File: config.mk
export PLATFORM = sky130hd
export DESIGN_NAME = qpsk_integrate_dump_receiver
export DESIGN_NICKNAME = d
export VERILOG_FILES = /design/src/rtl/qpsk_integrate_dump_receiver.sv
export SDC_FILE = /design/constraint.sdc
export NUM_CORES = 1
export LEC_CHECK = 0
export ABC_CLOCK_PERIOD_IN_PS = 3130
export BUFFER_PORTS_ARGS = -buffer_cell sky130_fd_sc_hd__clkbuf_2
export CAP_MARGIN = 20
export CORE_MARGIN = 2
export CORE_UTILIZATION = 55
export CTS_CLUSTER_SIZE = 40
export DETAILED_ROUTE_END_ITERATION = 10
export PLACE_DENSITY = 0.87
export SYNTH_ARGS = -nofsm -noshare
export SYNTH_HDL_FRONTEND = slang
export SYNTH_SLANG_ARGS = --single-unit
File: constraint.sdc
create_clock -name clk -period 3.13 [get_ports clk]
set_clock_uncertainty 0.1 [all_clocks]
set_input_delay 0.626 -clock clk [delete_from_list [all_inputs] [get_ports clk]]
set_output_delay 0.626 -clock clk [all_outputs]
set_load 0.03 [all_outputs]
File: src/rtl/qpsk_integrate_dump_receiver.sv
// qpsk_integrate_dump_receiver
// Integrate-and-dump matched filter for a noisy QPSK I/Q stream. Each symbol
// of 2^SPS_LOG2 samples (aligned by an external sym_sync pulse) is summed, then
// divided by the symbol length and hard-sliced into two bits.
// Optional build macro NOISE_EST_EN adds a noise-variance estimator that
// averages (|avg| - AMP)^2 over 2^EST_LOG2 symbols. Without it, noise_var and
// noise_valid are tied to 0.
module qpsk_integrate_dump_receiver #(
  parameter int SPS_LOG2 = 3,
  parameter int AMP      = 1000,
  parameter int EST_LOG2 = 6
) (
  input  logic        clk,
  input  logic        rst,
  input  logic        in_valid,
  input  logic [15:0] i_in,
  input  logic [15:0] q_in,
  input  logic        sym_sync,
  output logic        out_valid,
  output logic [1:0]  bits,
  output logic [15:0] i_avg,
  output logic [15:0] q_avg,
  output logic [31:0] noise_var,
  output logic        noise_valid
);

  localparam int DATA_W = 16;
  localparam int ACC_W  = DATA_W + SPS_LOG2;
  localparam int PH_W   = SPS_LOG2 + 1;
  localparam int SPS    = 1 << SPS_LOG2;
  localparam logic [PH_W-1:0] PH_LAST = PH_W'(SPS - 1);

  if (SPS_LOG2 < 0 || SPS_LOG2 > 8 || AMP < 1 || AMP > 32767 ||
      EST_LOG2 < 0 || EST_LOG2 > 24) begin : g_param_check
    $error("qpsk_integrate_dump_receiver: parameter out of legal range");
  end

  typedef enum logic {
    WAIT_SYNC = 1'b0,
    RUN       = 1'b1
  } state_t;

  state_t                    state, state_nxt;
  logic signed [ACC_W-1:0]   acc_i_p0, acc_q_p0;
  logic signed [ACC_W-1:0]   acc_i_nxt, acc_q_nxt;
  logic signed [ACC_W-1:0]   base_i, base_q, sum_i, sum_q;
  logic [PH_W-1:0]           phase_p0, phase_nxt, phase_eff;
  logic                      accept, dump;
  logic signed [DATA_W-1:0]  i_s, q_s, avg_i, avg_q;

  assign i_s = i_in;
  assign q_s = q_in;

  // Divide a full symbol sum by SPS with an arithmetic shift; the result always fits DATA_W.
  function automatic logic signed [DATA_W-1:0] avg_fn(input logic signed [ACC_W-1:0] s);
    logic signed [ACC_W-1:0] t;
    t = s >>> SPS_LOG2;
    return DATA_W'(t);
  endfunction

  // State, accumulator and phase registers.
  always_ff @(posedge clk or negedge rst) begin
    if (!rst) begin
      state    <= WAIT_SYNC;
      acc_i_p0 <= '0;
      acc_q_p0 <= '0;
      phase_p0 <= '0;
    end else begin
      state    <= state_nxt;
      acc_i_p0 <= acc_i_nxt;
      acc_q_p0 <= acc_q_nxt;
      phase_p0 <= phase_nxt;
    end
  end

  // Next-state logic: a sync sample restarts the symbol from phase 0 in either
  // state, so the partial sum is dropped and the sync sample may itself dump.
  always_comb begin
    state_nxt = state;
    acc_i_nxt = acc_i_p0;
    acc_q_nxt = acc_q_p0;
    phase_nxt = phase_p0;
    accept    = in_valid && (sym_sync || (state == RUN));
    phase_eff = sym_sync ? '0 : phase_p0;
    base_i    = sym_sync ? ACC_W'(0) : acc_i_p0;
    base_q    = sym_sync ? ACC_W'(0) : acc_q_p0;
    sum_i     = base_i + ACC_W'(i_s);
    sum_q     = base_q + ACC_W'(q_s);
    dump      = accept && (phase_eff == PH_LAST);
    avg_i     = avg_fn(sum_i);
    avg_q     = avg_fn(sum_q);
    if (accept) begin
      state_nxt = RUN;
      if (dump) begin
        acc_i_nxt = '0;
        acc_q_nxt = '0;
        phase_nxt = '0;
      end else begin
        acc_i_nxt = sum_i;
        acc_q_nxt = sum_q;
        phase_nxt = phase_eff + PH_W'(1);
      end
    end
  end

  // ---- stage p1: registered symbol result, one cycle after the last sample ----
  // Output register: pulse out_valid and capture averages/bits on each dump.
  always_ff @(posedge clk or negedge rst) begin
    if (!rst) begin
      out_valid <= 1'b0;
      bits      <= '0;
      i_avg     <= '0;
      q_avg     <= '0;
    end else begin
      out_valid <= dump;
      if (dump) begin
        i_avg <= avg_i;
        q_avg <= avg_q;
        bits  <= {avg_i[DATA_W-1], avg_q[DATA_W-1]};
      end
    end
  end

`ifdef NOISE_EST_EN
  localparam int EACC_W = 32 + EST_LOG2;
  localparam int EN_W   = EST_LOG2 + 1;
  localparam logic [EN_W-1:0] EST_LAST = EN_W'((1 << EST_LOG2) - 1);

  logic [EACC_W-1:0] est_acc, est_sum;
  logic [EN_W-1:0]   est_cnt;
  logic [31:0]       term;

  // Squared distance of one axis from the nominal amplitude; |-32768| is 32768.
  function automatic logic [31:0] err_sq(input logic signed [DATA_W-1:0] a);
    logic signed [16:0] w;
    logic signed [17:0] e;
    logic signed [35:0] p;
    w = 17'(a);
    if (w < 0) w = -w;
    e = 18'(w) - 18'(AMP);
    p = 36'(e) * 36'(e);
    return 32'(p);
  endfunction

  // Window mean, clamped to 32 bits.
  function automatic logic [31:0] sat_fn(input logic [EACC_W-1:0] a);
    logic [EACC_W-1:0] s;
    s = a >> EST_LOG2;
    if (s > EACC_W'(32'hFFFF_FFFF)) return 32'hFFFF_FFFF;
    return 32'(s);
  endfunction

  assign term    = err_sq(avg_i) + err_sq(avg_q);
  assign est_sum = est_acc + EACC_W'(term);

  // Estimator: accumulate one term per dump; publish and restart every 2^EST_LOG2 symbols.
  always_ff @(posedge clk or negedge rst) begin
    if (!rst) begin
      est_acc     <= '0;
      est_cnt     <= '0;
      noise_var   <= '0;
      noise_valid <= 1'b0;
    end else begin
      noise_valid <= 1'b0;
      if (dump) begin
        if (est_cnt == EST_LAST) begin
          noise_var   <= sat_fn(est_sum);
          noise_valid <= 1'b1;
          est_acc     <= '0;
          est_cnt     <= '0;
        end else begin
          est_acc <= est_sum;
          est_cnt <= est_cnt + EN_W'(1);
        end
      end
    end
  end
`else
  assign noise_var   = '0;
  assign noise_valid = 1'b0;
`endif

endmodule

* After elaboration in Yosys (flattened, before gate mapping)
Index checks and enable logic that the tools add are counted.
W data, S select, Z words.
** Word-level totals
- Flip-flop bits (word level) :: 78
- Input port bits :: 36
- Output and inout bits :: 68
- Word-level logic and storage cells :: 21
** Cells by class
- $add $sub $neg :: 3
- Eq/ne operators :: 1
- Mux-type cells :: 6
- Reduce and logical (&&, ||, !) cells :: 3
** Operators with widths (count)
- $mux W19 :: 4
- $add A19 B16 Y19 :: 2
- $mux W4 :: 2
- $add A4 B1 Y4 const B :: 1
- $eq A4 B3 Y1 const B :: 1
- $logic_and A1 B1 Y1 :: 2
- $logic_or A1 B1 Y1 :: 1

* Depth between registers and ports, before layout
Gate-level depths: netlist of run 1.
- Depth after elaboration :: 4
- Mapped depth :: 11
- Mapped depth without buffers :: 9

* Least setup slack after synthesis of run 1
No wires, ideal clock.
- Path kind :: input-to-reg
- From :: input sym_sync
- To :: register i_avg[9]
- Setup time :: 0.125 ns
- Arrival time :: 3.057 ns
- Data required time :: 2.905 ns
- Slack :: -0.152 ns
- Cell stages on the path :: 11
- Path buffers :: 2
- Path through :: clkbuf_1 clkbuf_1 nor2b_1 ha_1 fa_1 a211oi_2 o21bai_1 a211o_2 a31oi_4 xnor2_1 mux2_4
** Between the ends
- Word-level cells in the longest chain between the ends :: 3
- Elaborated cells between the ends (all ways) :: 7
- Classes of those cells :: add/sub (1); eq/ne (1); mux (2); reduce/logical (3)
** RTL lines
- start, declared :: RTL line 18 : input logic sym_sync,
- parallel branches: the longest is 3 deep, another holds $add A19 B16 Y19
- end signal, assigned :: RTL line 117 : i_avg <= avg_i;
- end, declared :: RTL line 21 : output logic [15:0] i_avg,
Several ways; the timed one is not identified.
A chain may end at the register's enable or synchronous reset.

* Worst setup path in the final report of run 1
- From :: input sym_sync
- To :: register i_avg[12]
Same word-level chain as after synthesis.

==> results.toml, run 1 <==
[timing]
slew_headroom = 0.372
fin_crit_ps = 2740
period_share = 0.874
worst_pin_slew_ps = 942
setup_viol = 0
tns_ps = 0
rsz0062_at_grt = "no"
maxSlewViolCount = 0
fmax_ghz = 0.366
holdWs_ps = 316
final_hold_viol_count = 0

[critical_path]
end_kind = "register"
cp.depth = 10
worst-path-buf-inv = 2
cp.arrival_ps = 2880
cp_top_family = "compound AO/OA/AOI/OAI gates"
start_kind = "input pin"
cp_max_fo = 17
crit_type = "in -> reg"
crit_required_ps = 3270
cp_slowest_cell = "a221oi_2"
r2r_cells = 9
cpPeakStageDelay_ps = 380
worstPathCellList = "clkbuf_2 -> buf_4 -> nor2b_1 -> ha_1 -> and2_1 -> a221oi_2 -> a311o_1 -> o211ai_2 -> xor2_1 -> mux2_2"

[routing]
via_per_inst = 5.75
wirelength_mm = 12.8
num_vias = 4534
first_pass_iters = 4
drtAntennaViolNets = 0
wl_per_cell_um = 16.3
dr.first_iter.drc_count = 227
drc = 0

[die]
coreArea_mm2 = 0.00933
die_area_mm2 = 0.0105
die_y_um = 103
die_w_um = 103
top_level_ports = 104
initial_core_util = 0.573
rows = 35

[cts]
cts_buffers = 9
h-tree-depth = 3
cts.path.max_buffers = 2
hold_buffers = 0
clockRootBuffer = "clkbuf_8"
clock_latency_ps = 350
clk_pin_slew_ps = 90
cts_tree = "yes"
clock_sinks = 76
cts_resized = 0
cts_setup_buffers = 0

[synthesis]
synthTopCellsByCount = "dfrtp_1 (76), nand2_1 (76), nor2b_1 (41)"
synth.top_cell.area_share = 0.356
synth.area.top_cells = "dfrtp_1 (36%), ha_1 (8.7%), nand2_1 (5.3%)"
synth_ff_type = "dfrtp_1"
syn_avg_cell_area_um2 = 9.14
ys_ff_latch = 76
yosysSeqAreaShare = 0.356
netlist_area_mm2 = 0.00534
synth_edf_count = 0
ys_async_sr_fraction = 1.00
yosys.area.top_type = "dfrtp_1"
synthDistinctLibCells = 62
ys.warnings.count = 0
netlist_instances = 584

[power_and_ir_drop]
combPwrFrac = 0.419
p_seq_frac = 0.349
p_switching_mw = 1.38
intPower_mw = 2.27
p_per_area_mw_per_mm2 = 611
p_leak_nw = 3.00
ir_worst_vdd_mv = 0.299
clkPwrFrac = 0.232
switching_share = 0.378

[worst_hold_path]
hp-class = "in -> async"

[finish]
n_fill_cell = 796
seqCellArea_mm2 = 0.00190
multiInputGateArea_mm2 = 0.00313
antenna_cells = 0
syn2layout_area_growth_pct = 11.8
drive_gt1_frac = 0.203
nNetsFinal = 729

[grt]
grt_pass1_vias = 4375
grt_max_degree = 77
grt_antenna_before_repair = 0
grt_pass1_wl_mm = 20.9
grt_util_all_layers = 0.255
grt.overflow.total = 0

[placement]
gp_congestion = 0.937
hpwl_mm = 9.41
io_buffers = 70

[status]
status = "complete, no violations"

[run]
maxCapViolCount = 0
[power groups by stage]
| stage | clock (mW) | combinational (mW) | sequential [mW] |
|---|---|---|---|
| after floorplan | 0 | 1.17 | 1.29 |
| after global placement | 0 | 1.46 | 1.28 |
| after detailed placement | 0 | 1.51 | 1.29 |
| after CTS | 0.864 | 1.52 | 1.27 |
| after global routing | 0.903 | 1.69 | 1.30 |
| final | 0.848 | 1.53 | 1.27 |
[state kept, by name (all words and copies together) (netlist names)]
| name | count |
|---|---|
| acc_i_p0 | 19 |
| acc_q_p0 | 19 |
| i_avg | 15 |
| q_avg | 15 |
| phase_p0 | 4 |
| bits | 2 |
| out_valid | 1 |
| state | 1 |
[worst reg2reg max path: cells and delay by family, from the launching register on]
kind / cells / cell delay (ps)
AOI/OAI and AO/OA: 3 / 790
xor gates and xnor gates: 1 / 170
and+or+nand+nor: 2 / 220
DFF: 1 / 380
adders and majority gates: 2 / 650
muxes: 1 / 290
[through the flow]
stage	area (um2)	utilization	cells	worst slack [ps]	total power, mW
floorplan	5470	-	616	75.4	2.46
global placement	5760	0.617	772	118	2.74
detailed placement	5760	0.617	772	49.4	2.79
CTS	5970	0.640	788	419	3.65
global route	5970	0.640	788	209	3.89
finish	5970	0.640	788	394	3.65
[final timing paths]
kind	from	end	slack (ps)
min reg2reg	acc_i_p0[11]	acc_i_p0[11]	380
min	rst	q_avg[5]	320
max	sym_sync	i_avg[12]	390
min in group clk	acc_i_p0[11]	acc_i_p0[11]	380
max reg2reg	acc_i_p0[0]	i_avg[13]	420
max in group asynchronous	rst	acc_i_p0[6]	2010
[final cells by class]
cell class,count,area share
Clock buffer,10,0.0214
Clock inverter,6,0.0149
Inverter,10,0.00629
Multi-Input combinational cell,466,0.524
Sequential cell,76,0.318
Tap cell,129,0.0270
Timing Repair Buffer,91,0.0876
[cells by family (layout without fill, tap and decap cells)]
logic type | count (synthesis) | in the layout | share of synthesized area
and+or+nand+nor | 190 | 190 | 0.177
muxes | 18 | 18 | 0.0380
buffers and inverters | 74 | 117 | 0.0811
adders and majority gates | 39 | 39 | 0.0942
other | 1 | 33 | 0.000702
AOI/OAI and AO/OA | 159 | 159 | 0.209
DFF | 76 | 76 | 0.356
xor gates and xnor gates | 27 | 27 | 0.0443
[per-layer routing]
| layer | global-route usage | up-vias | part of all wire |
|---|---|---|---|
| met1 | 0.327 | 2189 | 0.43 |
| met4 | 0.0800 | 0 | 0.014 |
| met3 | 0.0454 | 17 | 0.060 |
| met5 | 0 | - | 0 |
| met2 | 0.438 | 161 | 0.50 |
| li1 | - | 2167 | - |
[layout by cell type (no fill, tap or decap), types with 6 or more instances in the layout]
cell type  instances
a21o_1            11
a21oi_1           36
a22o_1            26
and3_1             7
buf_4             21
clkbuf_2          69
clkbuf_8           9
conb_1            33
dfrtp_1           76
ha_1              37
inv_1              9
mux2_2            14
nand2_1           76
nand3_1           18
nand4_1            8
nor2_1            17
nor2b_1           41
o211ai_1           6
o21ai_0           33
xnor2_1           18
xor2_1             9
Note: power is estimated with default switching activity, not from simulation.
==> inputs of run 2 (changes only) <==
Settings changed: REMOVE_ABC_BUFFERS set to 1.
==> run 2 against run 1 <==
  * Routed wire length up 0.50%
  * Critical path type unchanged
  * Design area rose by 0.54%
  * Sequential share of layout area is 0.17 points lower
==> results.toml, run 2 (synthesized netlist as in run 1, its figures left out) <==
[grt]
grt_max_degree = 77
grt_pass1_vias = 4474
grt_antenna_before_repair = 0
grt_pass1_wl_mm = 21.2
grt.overflow.total = 0
grt_util_all_layers = 0.257

[cts]
clockRootBuffer = "clkbuf_8"
cts_resized = 0
cts_setup_buffers = 0
cts_tree = "yes"
cts_buffers = 9
h-tree-depth = 3
clk_pin_slew_ps = 90
cts.path.max_buffers = 2
clock_latency_ps = 360
clock_sinks = 76
hold_buffers = 0

[finish]
nNetsFinal = 733
postLayoutCoreUtil = 0.644
drive_gt1_frac = 0.207
largestRegisters = "acc_i_p0 (19), acc_q_p0 (19)"
syn2layout_area_growth_pct = 12.4
layout_common_cells = "nand2_1 (76), dfrtp_1 (76), clkbuf_2 (69)"
antenna_cells = 0
n_fill_cell = 795

[routing]
drc = 0
wirelength_mm = 12.9
first_pass_iters = 5
num_vias = 4569
drtAntennaViolNets = 0
wl_per_cell_um = 16.3
dr.first_iter.drc_count = 227
via_per_inst = 5.77

[die]
top_level_ports = 104
rows = 35
initial_core_util = 0.573
die_y_um = 103
die_w_um = 103
die_area_mm2 = 0.0105
coreArea_mm2 = 0.00933

[critical_path]
cp.arrival_ps = 2890
worst-path-buf-inv = 2
worstPathCellList = "clkbuf_2 -> buf_4 -> nor2b_1 -> ha_1 -> a21oi_1 -> o21ai_0 -> a221o_1 -> a31oi_1 -> xnor2_1 -> o21ai_0"
cp_max_fo = 20
rrSetupSlack_ps = 410
worstSetupStartpoint = "sym_sync"
cp_slowest_cell = "ha_1"
crit_top_cell = "o21ai_0"
regToRegEndpoint = "i_avg[13]"
crit_type = "in -> reg"
r2r_cells = 9
end_kind = "register"
crit_required_ps = 3270
cpPeakStageDelay_ps = 370
start_kind = "input pin"
r2r_start = "acc_i_p0[0]"
cp_top_family = "compound AO/OA/AOI/OAI gates"

[placement]
io_buffers = 70
hpwl_mm = 9.49
gp_congestion = 0.937

[timing]
fmax_ghz = 0.363
rsz0062_at_grt = "no"
worst_pin_slew_ps = 963
setup_viol = 0
period_share = 0.881
tns_ps = 0
maxSlewViolCount = 0
fin_crit_ps = 2760
final_hold_viol_count = 0
slew_headroom = 0.358

[power_and_ir_drop]
ir_worst_vdd_mv = 0.373
p_leak_nw = 3.04
clkPwrFrac = 0.242
intPower_mw = 2.36
p_seq_frac = 0.343
p_per_area_mw_per_mm2 = 619
total_power_mw = 3.72
switching_share = 0.366
combPwrFrac = 0.415
p_switching_mw = 1.36

[run]
maxCapViolCount = 0

[status]
status = "complete, no violations"

[worst_hold_path]
hp-class = "in -> async"
## run 2: changes by cell type in the layout (fill, tap and decap cells not counted)
cell        delta
clkbuf_1       +1
clkinv_2       +1
buf_4          +5
clkinv_4       -1
bufinv_16      +1
buf_12         -1
clkinvlp_4     -2
## run 2: power groups by stage
stage          Combinational (mW)  Clock (mW)  Sequential, mW
6_report                     1.54       0.900            1.28
3_3_place_gp                 1.46           0            1.28
2_1_floorplan                1.11           0            1.29
5_1_grt                      1.70       0.954            1.30
4_1_cts                      1.53       0.916            1.27
3_5_place_dp                 1.51           0            1.29
## run 2: stage by stage
stage	instances	cell area, um2	setup slack [ps]	hold WS (ps)
finish	792	6000	374	313
global route	792	6000	226	402
CTS	792	6000	425	350
detailed placement	776	5770	65.2	362
global placement	776	5770	112	358
floorplan	552	5060	-661	230
## run 2: final cells by class
| class | instances | area [um2] | share of cell area |
|---|---|---|---|
| Clock inverter | 5 | 100 | 0.0167 |
| Multi-Input combinational cell | 466 | 3130 | 0.522 |
| Tap cell | 129 | 161 | 0.0269 |
| Clock buffer | 11 | 131 | 0.0219 |
| Sequential cell | 76 | 1900 | 0.317 |
| Inverter | 10 | 37.5 | 0.00625 |
| Timing Repair Buffer | 95 | 541 | 0.0900 |
## run 2: metal layers
layer	up-vias	track usage	share of wire
li1	2181	-	-
met1	2190	0.325	0.42
met2	172	0.436	0.49
met3	26	0.0536	0.065
met4	0	0.0944	0.023
met5	-	0	0
## run 2: how the worst max path moves through the flow
| stage | slack (ps) | cells past startpoint | to |
|---|---|---|---|
| after floorplan | -660 | 5 | acc_q_p0[13] |
| after global placement | 110 | 10 | i_avg[12] |
| after detailed placement | 70 | 10 | acc_i_p0[18] |
| after CTS | 420 | 9 | i_avg[13] |
| after global routing | 230 | 10 | acc_i_p0[18] |
| final | 370 | 10 | acc_i_p0[18] |
## run 2: worst reg2reg max path: cells and delay by family, from the launching register on
family | cells | cell delay (ps)
xor+xnor | 1 | 170
mux | 1 | 280
flops | 1 | 380
simple gates | 2 | 230
fa+ha+maj | 2 | 650
compound gates | 3 | 800
==> inputs of run 3 (changes only) <==
Settings changed: PLACE_DENSITY 0.87 to 0.8.
==> run 3 against run 2 <==
  * Global-route usage decreased by 0.66 points
  * Clock power decreased by 19%
  * Via count decreased by 0.22%
  * Final cell count increased by 0.51%
  * Worst hold slack got worse by 5.4 ps
  * Utilization increased by 0.13 points
  * Critical path type unchanged
  * Critical endpoint is now i_avg[8]
  * Largest power group unchanged
  * Highest routed layer unchanged
==> results.toml, run 3 (synthesized netlist as in run 1, its figures left out) <==
[routing]
drc = 0
wirelength_mm = 12.9
via_per_inst = 5.73
num_vias = 4559
first_pass_iters = 5
wl_per_cell_um = 16.2
dr.first_iter.drc_count = 264
drtAntennaViolNets = 0

[critical_path]
start_kind = "input pin"
cp_slowest_cell = "ha_1"
worstPathCellList = "clkbuf_2 -> buf_4 -> nor2b_1 -> ha_1 -> and2_1 -> nand3_1 -> a21o_1 -> a211o_1 -> and4_1 -> o31ai_1"
crit_required_ps = 3300
cp_top_family = "compound AO/OA/AOI/OAI gates"
end_kind = "register"
cpPeakStageDelay_ps = 350
r2r_start = "acc_i_p0[0]"
crit_type = "in -> reg"
worst-path-buf-inv = 2
worstSetupStartpoint = "sym_sync"
cp.arrival_ps = 2910
cp_max_fo = 17

[timing]
maxSlewViolCount = 0
setup_viol = 0
fmax_ghz = 0.364
tns_ps = 0
slew_headroom = 0.368
final_hold_viol_count = 0
rsz0062_at_grt = "no"
fin_crit_ps = 2750
holdWs_ps = 308
period_share = 0.878
worst_pin_slew_ps = 948

[placement]
dp.cells = 781
hpwl_mm = 9.62
gp_congestion = 0.939
io_buffers = 70
dpl-instance-area_mm2 = 0.00584

[die]
die_y_um = 103
initial_core_util = 0.573
coreArea_mm2 = 0.00933
die_area_mm2 = 0.0105
rows = 35
die_w_um = 103
top_level_ports = 104

[power_and_ir_drop]
total_power_mw = 3.56
p_per_area_mw_per_mm2 = 591
combPwrFrac = 0.437
switching_share = 0.380
p_leak_nw = 3.05
intPower_mw = 2.21
ir_worst_vdd_mv = 0.301
p_seq_frac = 0.357
p_switching_mw = 1.35
clkPwrFrac = 0.206

[cts]
cts_resized = 0
cts.path.max_buffers = 2
cts_buffers = 9
clk_pin_slew_ps = 80
h-tree-depth = 3
clock_sinks = 76
cts_tree = "yes"
hold_buffers = 0
clockRootBuffer = "clkbuf_8"
clock_latency_ps = 360
cts_setup_buffers = 0

[finish]
drive_gt1_frac = 0.213
finalNonFillerCells = 796
nNetsFinal = 738
largestRegisters = "acc_i_p0 (19), acc_q_p0 (19)"
syn2layout_area_growth_pct = 12.7
antenna_cells = 0
final_area_mm2 = 0.00602
layout_common_cells = "nand2_1 (76), dfrtp_1 (76), clkbuf_2 (69)"

[grt]
grt_antenna_before_repair = 0
grt_pass1_wl_mm = 20.7
grt_util_all_layers = 0.250
grt_pass1_vias = 4443
grt.overflow.total = 0
grt_max_degree = 77

[worst_hold_path]
hp-class = "in -> async"

[status]
status = "complete, no violations"

[run]
maxCapViolCount = 0
==> run 3: worst register-to-register path: cells and delay by family, from the launching register on <==
kind            cells  cell delay (ps)
compound gates      4              950
fa+ha+maj           2              660
flops               1              390
mux                 1              260
simple gates        1              130
xor+xnor            1              100
==> run 3: layout make-up <==
cell class                      instances  area (um2)
Inverter                               10        37.5
Tap cell                              129         161
Sequential cell                        76        1900
Clock buffer                           10         128
Fill cell                             804        3310
Multi-Input combinational cell        466        3130
Clock inverter                          5        53.8
Timing Repair Buffer                  100         603
==> run 3: metrics by stage <==
step	utilization	setup WS (ps)
2_1_floorplan	-	-661
6_report	0.645	382
4_1_cts	0.645	420
3_5_place_dp	0.626	17.7
5_1_grt	0.645	213
3_3_place_gp	0.626	112
==> run 3: power by group through the flow <==
stage               Combinational (mW)  Clock (mW)  Sequential, mW
CTS                               1.54       0.742            1.27
floorplan                         1.11           0            1.29
global placement                  1.47           0            1.28
global route                      1.71       0.804            1.29
finish                            1.55       0.733            1.27
detailed placement                1.53           0            1.29
==> run 3: path summary, 6_finish.rpt <==
kind                          endpoint  slack [ps]  depth (start not counted)
setup / recovery              i_avg[8]         380                         10
hold / removal             acc_q_p0[7]         310                          1
setup reg to reg              i_avg[9]         430                          9
hold reg to reg            acc_q_p0[3]         380                          2
max in group asynchronous    i_avg[11]        2010                          1
min in group clk           acc_q_p0[3]         380                          2
==> run 3: layer usage <==
layer,vias up,GRT usage,routed length [um]
li1,2187,-,-
met1,2193,0.322,5630
met2,164,0.434,6320
met3,15,0.0529,799
met4,0,0.0574,115
met5,-,0,0
